==> src/rtl/ibex_pkg.sv <==
// Shared ibex types used by the writeback queue.
package ibex_pkg;

  typedef enum logic [1:0] {
    WB_INSTR_LOAD  = 2'b00,
    WB_INSTR_STORE = 2'b01,
    WB_INSTR_OTHER = 2'b10
  } wb_instr_type_e;

endpackage

==> src/rtl/ibex_wb_fwd_lookup.sv <==
// One RF read-address lookup against the stored writeback entries.
// Entries arrive in age order: index 0 is the oldest, Depth-1 the youngest.
module ibex_wb_fwd_lookup
  import ibex_pkg::*;
#(
  parameter int unsigned Depth = 2
) (
  input  logic [4:0]             raddr_i,
  input  logic [Depth-1:0]       vld_i,
  input  logic [Depth-1:0][4:0]  waddr_i,
  input  logic [Depth-1:0][31:0] wdata_i,
  input  logic [Depth-1:0]       we_i,
  input  logic [Depth-1:0]       load_i,
  output logic                   hit_o,
  output logic                   stall_o,
  output logic [31:0]            wdata_o
);

  logic        found;
  logic        sel_load;
  logic [31:0] sel_data;

  // Scan oldest to youngest so the youngest match wins; x0 never forwards.
  always_comb begin
    found    = 1'b0;
    sel_load = 1'b0;
    sel_data = '0;
    for (int k = 0; k < int'(Depth); k++) begin
      if (vld_i[k] && (raddr_i != 5'd0) && (waddr_i[k] == raddr_i) &&
          (we_i[k] || load_i[k])) begin
        found    = 1'b1;
        sel_load = load_i[k];
        sel_data = wdata_i[k];
      end
    end
  end

  assign hit_o   = found & ~sel_load;
  assign stall_o = found & sel_load;
  assign wdata_o = hit_o ? sel_data : 32'd0;

endmodule

==> src/rtl/ibex_wb_queue.sv <==
// In-order writeback queue: circular FIFO of retiring instructions with
// RF write arbitration against LSU load data and per-port forwarding.
module ibex_wb_queue
  import ibex_pkg::*;
#(
  parameter int unsigned Depth       = 2,
  parameter int unsigned NumFwdPorts = 2
) (
  input  logic                         clk_i,
  input  logic                         rst_i,
  input  logic                         en_wb_i,
  input  wb_instr_type_e               instr_type_wb_i,
  input  logic [31:0]                  pc_id_i,
  input  logic [4:0]                   rf_waddr_id_i,
  input  logic [31:0]                  rf_wdata_id_i,
  input  logic                         rf_we_id_i,
  output logic                         ready_wb_o,
  input  logic                         lsu_resp_valid_i,
  input  logic [31:0]                  rf_wdata_lsu_i,
  input  logic                         rf_we_lsu_i,
  output logic [4:0]                   rf_waddr_wb_o,
  output logic [31:0]                  rf_wdata_wb_o,
  output logic                         rf_we_wb_o,
  output logic [31:0]                  pc_wb_o,
  output logic                         instr_done_wb_o,
  output logic                         outstanding_load_wb_o,
  output logic                         outstanding_store_wb_o,
  input  logic [NumFwdPorts-1:0][4:0]  fwd_raddr_i,
  output logic [NumFwdPorts-1:0]       fwd_hit_o,
  output logic [NumFwdPorts-1:0]       fwd_stall_o,
  output logic [NumFwdPorts-1:0][31:0] fwd_wdata_o,
  output logic [$clog2(Depth+1)-1:0]   occupancy_o
);

  localparam int unsigned PW = (Depth > 1) ? $clog2(Depth) : 1;
  localparam int unsigned OW = $clog2(Depth+1);

  logic [Depth-1:0]                 vld;
  wb_instr_type_e [Depth-1:0]       typ_q;
  logic [Depth-1:0][31:0]           pc_q, wdata_q;
  logic [Depth-1:0][4:0]            waddr_q;
  logic [Depth-1:0]                 we_q;
  logic [PW-1:0]                    rd_ptr, wr_ptr;
  logic [OW-1:0]                    cnt;

  logic h_vld, head_done, enq, q_we;
  wb_instr_type_e h_typ;

  function automatic logic [PW-1:0] nxt(input logic [PW-1:0] p);
    return (p == PW'(Depth-1)) ? '0 : p + 1'b1;
  endfunction

  assign h_vld     = vld[rd_ptr];
  assign h_typ     = typ_q[rd_ptr];
  assign head_done = h_vld & ((h_typ == WB_INSTR_OTHER) | lsu_resp_valid_i);
  assign ready_wb_o = (cnt != OW'(Depth)) | head_done;
  assign enq       = en_wb_i & ready_wb_o;
  assign q_we      = head_done & we_q[rd_ptr];

  assign instr_done_wb_o = head_done;
  assign rf_we_wb_o      = q_we | rf_we_lsu_i;
  assign rf_wdata_wb_o   = q_we ? wdata_q[rd_ptr] : rf_wdata_lsu_i;
  assign rf_waddr_wb_o   = waddr_q[rd_ptr];
  assign pc_wb_o         = h_vld ? pc_q[rd_ptr] : 32'd0;
  assign occupancy_o     = cnt;

  // Control state: retire clears the head first so a same-slot enqueue wins.
  always_ff @(posedge clk_i or posedge rst_i) begin
    if (rst_i) begin
      vld    <= '0;
      rd_ptr <= '0;
      wr_ptr <= '0;
      cnt    <= '0;
    end else begin
      if (head_done) begin
        vld[rd_ptr] <= 1'b0;
        rd_ptr      <= nxt(rd_ptr);
      end
      if (enq) begin
        vld[wr_ptr] <= 1'b1;
        wr_ptr      <= nxt(wr_ptr);
      end
      if (enq && !head_done)      cnt <= cnt + 1'b1;
      else if (!enq && head_done) cnt <= cnt - 1'b1;
    end
  end

  // Payload capture; validity is tracked separately so no reset is needed.
  always_ff @(posedge clk_i) begin
    if (enq) begin
      typ_q[wr_ptr]   <= instr_type_wb_i;
      pc_q[wr_ptr]    <= pc_id_i;
      waddr_q[wr_ptr] <= rf_waddr_id_i;
      wdata_q[wr_ptr] <= rf_wdata_id_i;
      we_q[wr_ptr]    <= rf_we_id_i;
    end
  end

  // Outstanding memory operations anywhere in the queue.
  always_comb begin
    outstanding_load_wb_o  = 1'b0;
    outstanding_store_wb_o = 1'b0;
    for (int k = 0; k < int'(Depth); k++) begin
      if (vld[k] && typ_q[k] == WB_INSTR_LOAD)  outstanding_load_wb_o  = 1'b1;
      if (vld[k] && typ_q[k] == WB_INSTR_STORE) outstanding_store_wb_o = 1'b1;
    end
  end

  logic [Depth-1:0]       a_vld, a_we, a_load;
  logic [Depth-1:0][4:0]  a_waddr;
  logic [Depth-1:0][31:0] a_wdata;

  // Rotate stored entries into age order starting from the head.
  always_comb begin
    a_vld   = '0;
    a_we    = '0;
    a_load  = '0;
    a_waddr = '0;
    a_wdata = '0;
    for (int k = 0; k < int'(Depth); k++) begin
      int s;
      logic [PW-1:0] idx;
      s = int'(rd_ptr) + k;
      if (s >= int'(Depth)) s = s - int'(Depth);
      idx        = PW'(s);
      a_vld[k]   = vld[idx];
      a_we[k]    = we_q[idx];
      a_load[k]  = (typ_q[idx] == WB_INSTR_LOAD);
      a_waddr[k] = waddr_q[idx];
      a_wdata[k] = wdata_q[idx];
    end
  end

  for (genvar p = 0; p < int'(NumFwdPorts); p++) begin : g_fwd
    ibex_wb_fwd_lookup #(.Depth(Depth)) u_lkp (
      .raddr_i (fwd_raddr_i[p]),
      .vld_i   (a_vld),
      .waddr_i (a_waddr),
      .wdata_i (a_wdata),
      .we_i    (a_we),
      .load_i  (a_load),
      .hit_o   (fwd_hit_o[p]),
      .stall_o (fwd_stall_o[p]),
      .wdata_o (fwd_wdata_o[p])
    );
  end

  a_wr_excl: assert property (@(posedge clk_i) disable iff (rst_i)
    !(q_we && rf_we_lsu_i));
  a_stray_resp: assert property (@(posedge clk_i) disable iff (rst_i)
    lsu_resp_valid_i |-> (h_vld && h_typ != WB_INSTR_OTHER));

endmodule

==> config.mk <==
export PLATFORM = sky130hd
export DESIGN_NAME = ibex_wb_queue
export DESIGN_NICKNAME = d
export VERILOG_FILES = /design/src/rtl/ibex_pkg.sv /design/src/rtl/ibex_wb_fwd_lookup.sv /design/src/rtl/ibex_wb_queue.sv
export SDC_FILE = /design/constraint.sdc
export NUM_CORES = 1
export LEC_CHECK = 0
export ABC_AREA = 1
export CORE_AREA = 2 2 135 137
export DETAILED_ROUTE_END_ITERATION = 12
export DIE_AREA = 0 0 137 139
export PLACE_DENSITY = 0.94
export SLEW_MARGIN = 20
export SYNTH_ARGS = -nofsm -noshare
export SYNTH_HDL_FRONTEND = slang
export SYNTH_SLANG_ARGS = --single-unit
==> constraint.sdc <==
create_clock -name clk_i -period 10.4 [get_ports clk_i]
set_input_delay 3.12 -clock clk_i [delete_from_list [all_inputs] [get_ports clk_i]]
set_output_delay 3.12 -clock clk_i [all_outputs]
set_load 0.01 [all_outputs]
==> results by group, run 1 <==
Timing
  • Final setup vio count: 0
  • Worst Tran Pin Value: roughly 930 ps
  • Fin crit period: between 9000 and 10000 ps
  • Pins Over Slew Limit: 0
  • Setup TNS: 0 ps
  • Final worst-path cycle share: between 80 and 90%
  • Fmax: 0.108 GHz
  • RSZ-0062 raised after global routing: false
  • Relative slew slack: 37.7%
  • Setup skew after layout: ~6.5 ps
  • Final number of hold-violating endpoints: 0

Worst hold path
  • Hold Path Sink: occupancy_o[1]
  • Hold depth: 1
  • Worst min-delay path class: flop to flop
  • Launch point of the worst hold path: occupancy_o[1]

Global route
  • GRT Total Usage: 26.8%
  • GRT overflow: 0
  • Antenna violations before repair: 3
  • Vias in the first global route: between 8000 and 9000
  • First-pass GRT wire length: slightly below 40000 um
  • Largest net degree at the start of global routing: 119

Synth
  • Synth area leaders: edfxtp_1 48%, nand2_1 22%, inv_1 5.7%, nand3_1 3.9%, o21ai_0 3.8%
  • Post-Syn Instances: 1211
  • Synth area leader: edfxtp_1
  • Synth unique cells: 32
  • Post-synth EDFFs: between 100 and 150
  • Ys Warns: 0
  • Ys flop type: edfxtp_1
  • Post-synth top cells: 530 x nand2_1, 144 x edfxtp_1, 136 x inv_1
  • Asr flop ratio synth: ~4%
  • FF+latch count, synth: 150
  • Post-Syn Area: 9020 um^2
  • Yosys top cell area share: 47.9%
  • Syn avg cell area: roughly 7.5 um^2
  • Sequential share of the synthesized area: 49.6%
  • Top-count cell post-synth: nand2_1
  • Syn Nets: 1331

Clock network
  • TritonCTS Buffers: 17
  • CTS tree: yes
  • CTS root buf: clkbuf_16
  • Post-CTS sizing: 0
  • H-tree lvl count: 4
  • # clock sinks: 150
  • Clock latency on the worst-skew pair: 410 ps
  • CTS max path bufs: 2
  • Clock transition at the registers of the reported paths: 70 ps
  • Hold-fix buffers, CTS: 0
  • Post-CTS setup buffers: 0

Setup path
  • R2r startpoint: rd_ptr
  • Setup crit start kind: input pin
  • Worst Path Arrival: 6120 ps
  • CP Capture Type: output pin
  • Crit Path Max Fanout: 22
  • Setup Crit Path Kind: input pin to output pin
  • RR Endpoint: pc_q[2]
  • FF-to-FF path depth: 8
  • Flop-to-flop setup slack: roughly 5900 ps
  • Worst path required time: 7280 ps

Run
  • Max Cap Viol: 0

Cells and area
  • Fill count: 1332
  • Share of layout cells above drive strength 1: a little under 6%
  • Area grow syn2layout: 36.6%
  • Fin util: 69.8%
  • NumNets Final: 1555

Floorplanning
  • Chip width: roughly 140 um
  • Placeable core region: 17700 um^2
  • Starting Density: between 50% and 60%
  • Die Height: 139 um
  • I/O pins: 263
  • Rows: 49
  • Die area: 19000 um^2

Placed design
  • RD Place Congestion: 0.938
  • IO buf count: roughly 260
  • HPWL after DPL: 17900 um

Routing
  • Routed len/inst: approximately 15 um
  • DRC viols: 0
  • DRT iter0 DRCs: 598
  • First-pass DRT Iterations: 8
  • Via count: between 8000 and 9000
  • Routed wire length: ~26000 um
  • Post-route ant nets: 0
  • Via-to-Cell Ratio: 5.20

Power and ir drop
  • Power per cell area: approximately 250 nW/um^2
  • P_leak: 5.56 nW
  • Maximum vdd drop: 0.211 mV

Status
  • Status: finished, final reports clean
## sequential cells by signal (all words and copies together), names as in the netlist
| signal | count |
|---|---|
| typ_q | 4 |
| waddr_q | 10 |
| wr_ptr | 1 |
| rd_ptr | 1 |
| wdata_q | 64 |
| we_q | 2 |
| pc_q | 64 |
| vld | 2 |
| occupancy_o | 2 |
## per-layer routing
| metal | wire length (um) | track usage [%] |
|---|---|---|
| met2 | 12800 | 46.4 |
| met1 | 9870 | 31.2 |
| met4 | 831 | 12.2 |
| met3 | 2360 | 6.32 |
| met5 | 24 | 0 |
## cells in the final DEF (no fill, tap or decap), types with 11 or more instances in the layout
cell type / instances
nor2_1: 51
nand3_1: 71
inv_1: 136
nand2_1: 529
nor3_1: 32
a21oi_1: 35
buf_4: 11
or2_2: 15
clkbuf_16: 17
edfxtp_1: 144
o21ai_0: 69
clkdlybuf4s50_1: 262
or2_1: 11
## per-stage QoR
stage	hold WS, ps	cell area, um^2	total power, mW	worst slack [ps]	cells
after floorplan	482	9020	1.82	3100	1211
after global placement	483	11700	2.38	1310	1643
after detailed placement	496	11700	2.42	1240	1643
after CTS	505	12300	3.05	1240	1675
after global routing	531	12300	3.26	1030	1677
final	502	12300	3.06	1160	1678
## kinds of logic after synthesis
logic type	synth area share, %
simple gates	33.8
buf+inv	9.97
flops	49.6
compound gates	6.14
xor+xnor	0.388
fa+ha+maj	0.139
## where the power goes
part / switching [mW] / internal, mW / total (mW)
Sequential: 0.0798 / 0.838 / 0.918
Combinational: 0.948 / 0.569 / 1.52
Clock: 0.259 / 0.364 / 0.623
Total: 1.29 / 1.77 / 3.06
## worst max path at each step
| stage | startpoint | end | slack, ps | cells after the start |
|---|---|---|---|---|
| CTS | fwd_raddr_i[2] | fwd_wdata_o[24] | 1240 | 11 |
| detailed placement | fwd_raddr_i[2] | fwd_wdata_o[24] | 1240 | 11 |
| finish | fwd_raddr_i[2] | fwd_wdata_o[22] | 1160 | 11 |
| global placement | fwd_raddr_i[2] | fwd_wdata_o[30] | 1310 | 11 |
| floorplan | fwd_raddr_i[8] | fwd_wdata_o[34] | 3100 | 11 |
| global route | fwd_raddr_i[2] | fwd_wdata_o[30] | 1030 | 11 |
## layout make-up
class / count / area (um^2) / share of cell area [%]
sequential: 150 / 4480 / 36.3
inverter: 140 / 531 / 4.30
multi-input combinational: 851 / 3670 / 29.8
clock inverter: 15 / 179 / 1.45
tap: 229 / 287 / 2.32
timing repair buffer: 275 / 2750 / 22.3
clock buffer: 17 / 425 / 3.45
antenna: 1 / 2.50 / 0.0203
## critical path, cell delays in order
cell and delay (ps):
clkdlybuf4s50_1 560, nor2_1 90, nand3_1 120, nand2_1 60, nor2_1 170, nand3_1 680
buf_4 470, a21oi_1 180, nand2_1 70, inv_1 60, clkdlybuf4s50_1 530
Power figures use the tool's default switching activity.
==> inputs of run 2 (changes only) <==
--- a/config.mk
+++ b/config.mk
@@ -9,6 +9,7 @@
 export CORE_AREA = 2 2 135 137
 export DETAILED_ROUTE_END_ITERATION = 12
 export DIE_AREA = 0 0 137 139
+export GPL_ROUTABILITY_DRIVEN = 0
 export PLACE_DENSITY = 0.94
 export SLEW_MARGIN = 20
 export SYNTH_ARGS = -nofsm -noshare
==> results by group, run 2 (synthesis gave the netlist of run 1 again) <==
Status
  • Status: finished, final reports clean

Setup path
  • Flop-to-flop setup slack: around 5700 ps
  • Critical-path top delay cell: nand3_1
  • Crit Path Max Fanout: 22
  • CP Capture Type: output pin
  • FF-to-FF path depth: 8
  • R2r startpoint: rd_ptr
  • Cell Chain, Critical Path: clkdlybuf4s50_1, inv_1, nand2_1, nand2_1, nor2_1, nand3_1, buf_4, a21oi_1, nand2_1, inv_1, clkdlybuf4s50_1
  • Setup Crit Path Kind: input pin to output pin
  • Worst Path Arrival: about 6200 ps
  • Worst path required time: 7280 ps
  • Crit path top cell by count: nand2_1
  • Setup crit start kind: input pin
  • CP max stage delay: 730 ps
  • RR Endpoint: wdata_q[61]

Cells and area
  • Area of the multi-input gates: 3670 um^2
  • Sequential cell area: 4480 um^2
  • Fill count: 1339
  • Layout Cells excl Fill: 1675
  • Fin util: a little over two thirds
  • Final instance area: between 10000 and 15000 um^2
  • Commonest cells after routing, fill and taps aside: 529 x nand2_1, 262 x clkdlybuf4s50_1, 144 x edfxtp_1
  • NumNets Final: 1552
  • Largest registers ranked by flip-flop count: pc_q x64, wdata_q x64, waddr_q x10
  • Share of layout cells above drive strength 1: 5.61%
  • Area grow syn2layout: 36.0%
  • Commonest non-fill, non-tap cell in the layout: nand2_1

Clock network
  • Hold-fix buffers, CTS: 0
  • CTS max path bufs: 2
  • # clock sinks: 150
  • Clock latency on the worst-skew pair: 430 ps
  • Post-CTS sizing: 0
  • H-tree lvl count: 4
  • CTS root buf: clkbuf_16
  • Post-CTS setup buffers: 0
  • CTS tree: yes
  • TritonCTS Buffers: 17
  • Clock transition at the registers of the reported paths: 70 ps

Timing
  • Fin crit period: 9350 ps
  • Fmax: 0.107 GHz
  • Relative slew slack: 34.5%
  • Setup TNS: 0 ps
  • Pins Over Slew Limit: 0
  • Worst Tran Pin Value: 979 ps
  • Final setup vio count: 0
  • RSZ-0062 raised after global routing: false
  • Final worst-path cycle share: 89.9%
  • Final number of hold-violating endpoints: 0
  • Setup skew after layout: approximately 11 ps

Routing
  • Routed wire length: approximately 26000 um
  • DRC viols: 0
  • Via-to-Cell Ratio: 5.26
  • First-pass DRT Iterations: 5
  • DRT iter0 DRCs: 718
  • Via count: between 8000 and 9000
  • Routed len/inst: around 16 um
  • Post-route ant nets: 0

Run
  • Max Cap Viol: 0

Power and ir drop
  • Power per cell area: between 200 and 250 nW/um^2
  • Power Internal: roughly 1.7 mW
  • Gate power share: 49.5%
  • Maximum vdd drop: around 0.2 mV
  • P_leak: 5.53 nW
  • Clock share of power: 20.0%
  • Net Sw Frac: ~43%
  • Sw power: approximately 1.3 mW
  • Power share of the sequential group: a little over 30%

Worst hold path
  • Hold Path Sink: occupancy_o[0]
  • Launch point of the worst hold path: occupancy_o[0]
  • Hold depth: 1
  • Worst min-delay path class: flop to flop

Global route
  • First-pass GRT wire length: slightly below 40000 um
  • Vias in the first global route: 8258
  • GRT overflow: 0
  • Largest net degree at the start of global routing: 119
  • GRT Total Usage: 26.9%
  • Antenna violations before repair: 2

Floorplanning
  • Die Height: roughly 140 um
  • Starting Density: ~51%
  • I/O pins: 263
  • Placeable core region: between 15000 and 20000 um^2
  • Chip width: 137 um
  • Rows: 49
  • Die area: 19000 um^2

Placed design
  • IO buf count: 262
  • Cells after DPL: 1642
  • HPWL after DPL: 18000 um
  • Area post-placement: 11700 um^2
==> run 2: changes by cell type in the layout (fill, tap and decap cells not counted) <==
cell        before  now
inv_6            7    3
clkinv_4         1    3
clkinvlp_4       1    0
buf_4           11   10
buf_12           1    0
inv_8            4    5
clkinv_2         1    0
clkinv_8         0    5
bufinv_16        2    0
buf_16           1    0
==> run 2: routing by layer <==
metal | global-route usage [%] | up-vias | share of wire (%)
met1 | 31.1 | 3936 | 36
met5 | 0 | - | 0.065
met3 | 7.09 | 92 | 11
li1 | - | 4269 | -
met4 | 12.3 | 2 | 3.6
met2 | 46.1 | 517 | 49
==> run 2: worst max-delay path by stage <==
stage	startpoint	to	slack, ps	depth (start not counted)
global route	fwd_raddr_i[2]	fwd_wdata_o[26]	970	11
detailed placement	fwd_raddr_i[2]	fwd_wdata_o[25]	1200	11
CTS	fwd_raddr_i[2]	fwd_wdata_o[25]	1200	11
finish	fwd_raddr_i[2]	fwd_wdata_o[25]	1050	11
global placement	fwd_raddr_i[2]	fwd_wdata_o[29]	1310	11
floorplan	fwd_raddr_i[8]	fwd_wdata_o[34]	3100	11
==> run 2: power by group through the flow <==
stage               Clock (mW)  Combinational [mW]  Sequential (mW)
floorplan                    0               0.917            0.906
finish                   0.604                1.50            0.924
detailed placement           0                1.48            0.934
global route             0.644                1.65            0.938
CTS                      0.615                1.49            0.923
global placement             0                1.43            0.926
==> run 2: layout make-up <==
cell class              count  area share, %
well taps                 229           2.33
flip-flops and latches    150           36.5
diodes                      1         0.0204
clock inverters            15           1.48
clock buffers              17           3.47
multi-input cells         851           29.9
repair buffers            272           22.0
inverters                 140           4.32
==> run 2: critical path, delay by kind of cell <==
family | cells | cell delay [ps]
buf+inv | 5 | 1770
simple gates | 5 | 1130
compound gates | 1 | 190
==> run 2: per-stage QoR <==
stage          hold slack, ps  setup WS, ps  power (mW)
4_1_cts                   503          1200        3.03
6_report                  507          1050        3.03
5_1_grt                   520           969        3.23
3_5_place_dp              490          1200        2.41
2_1_floorplan             482          3100        1.82
3_3_place_gp              485          1310        2.36
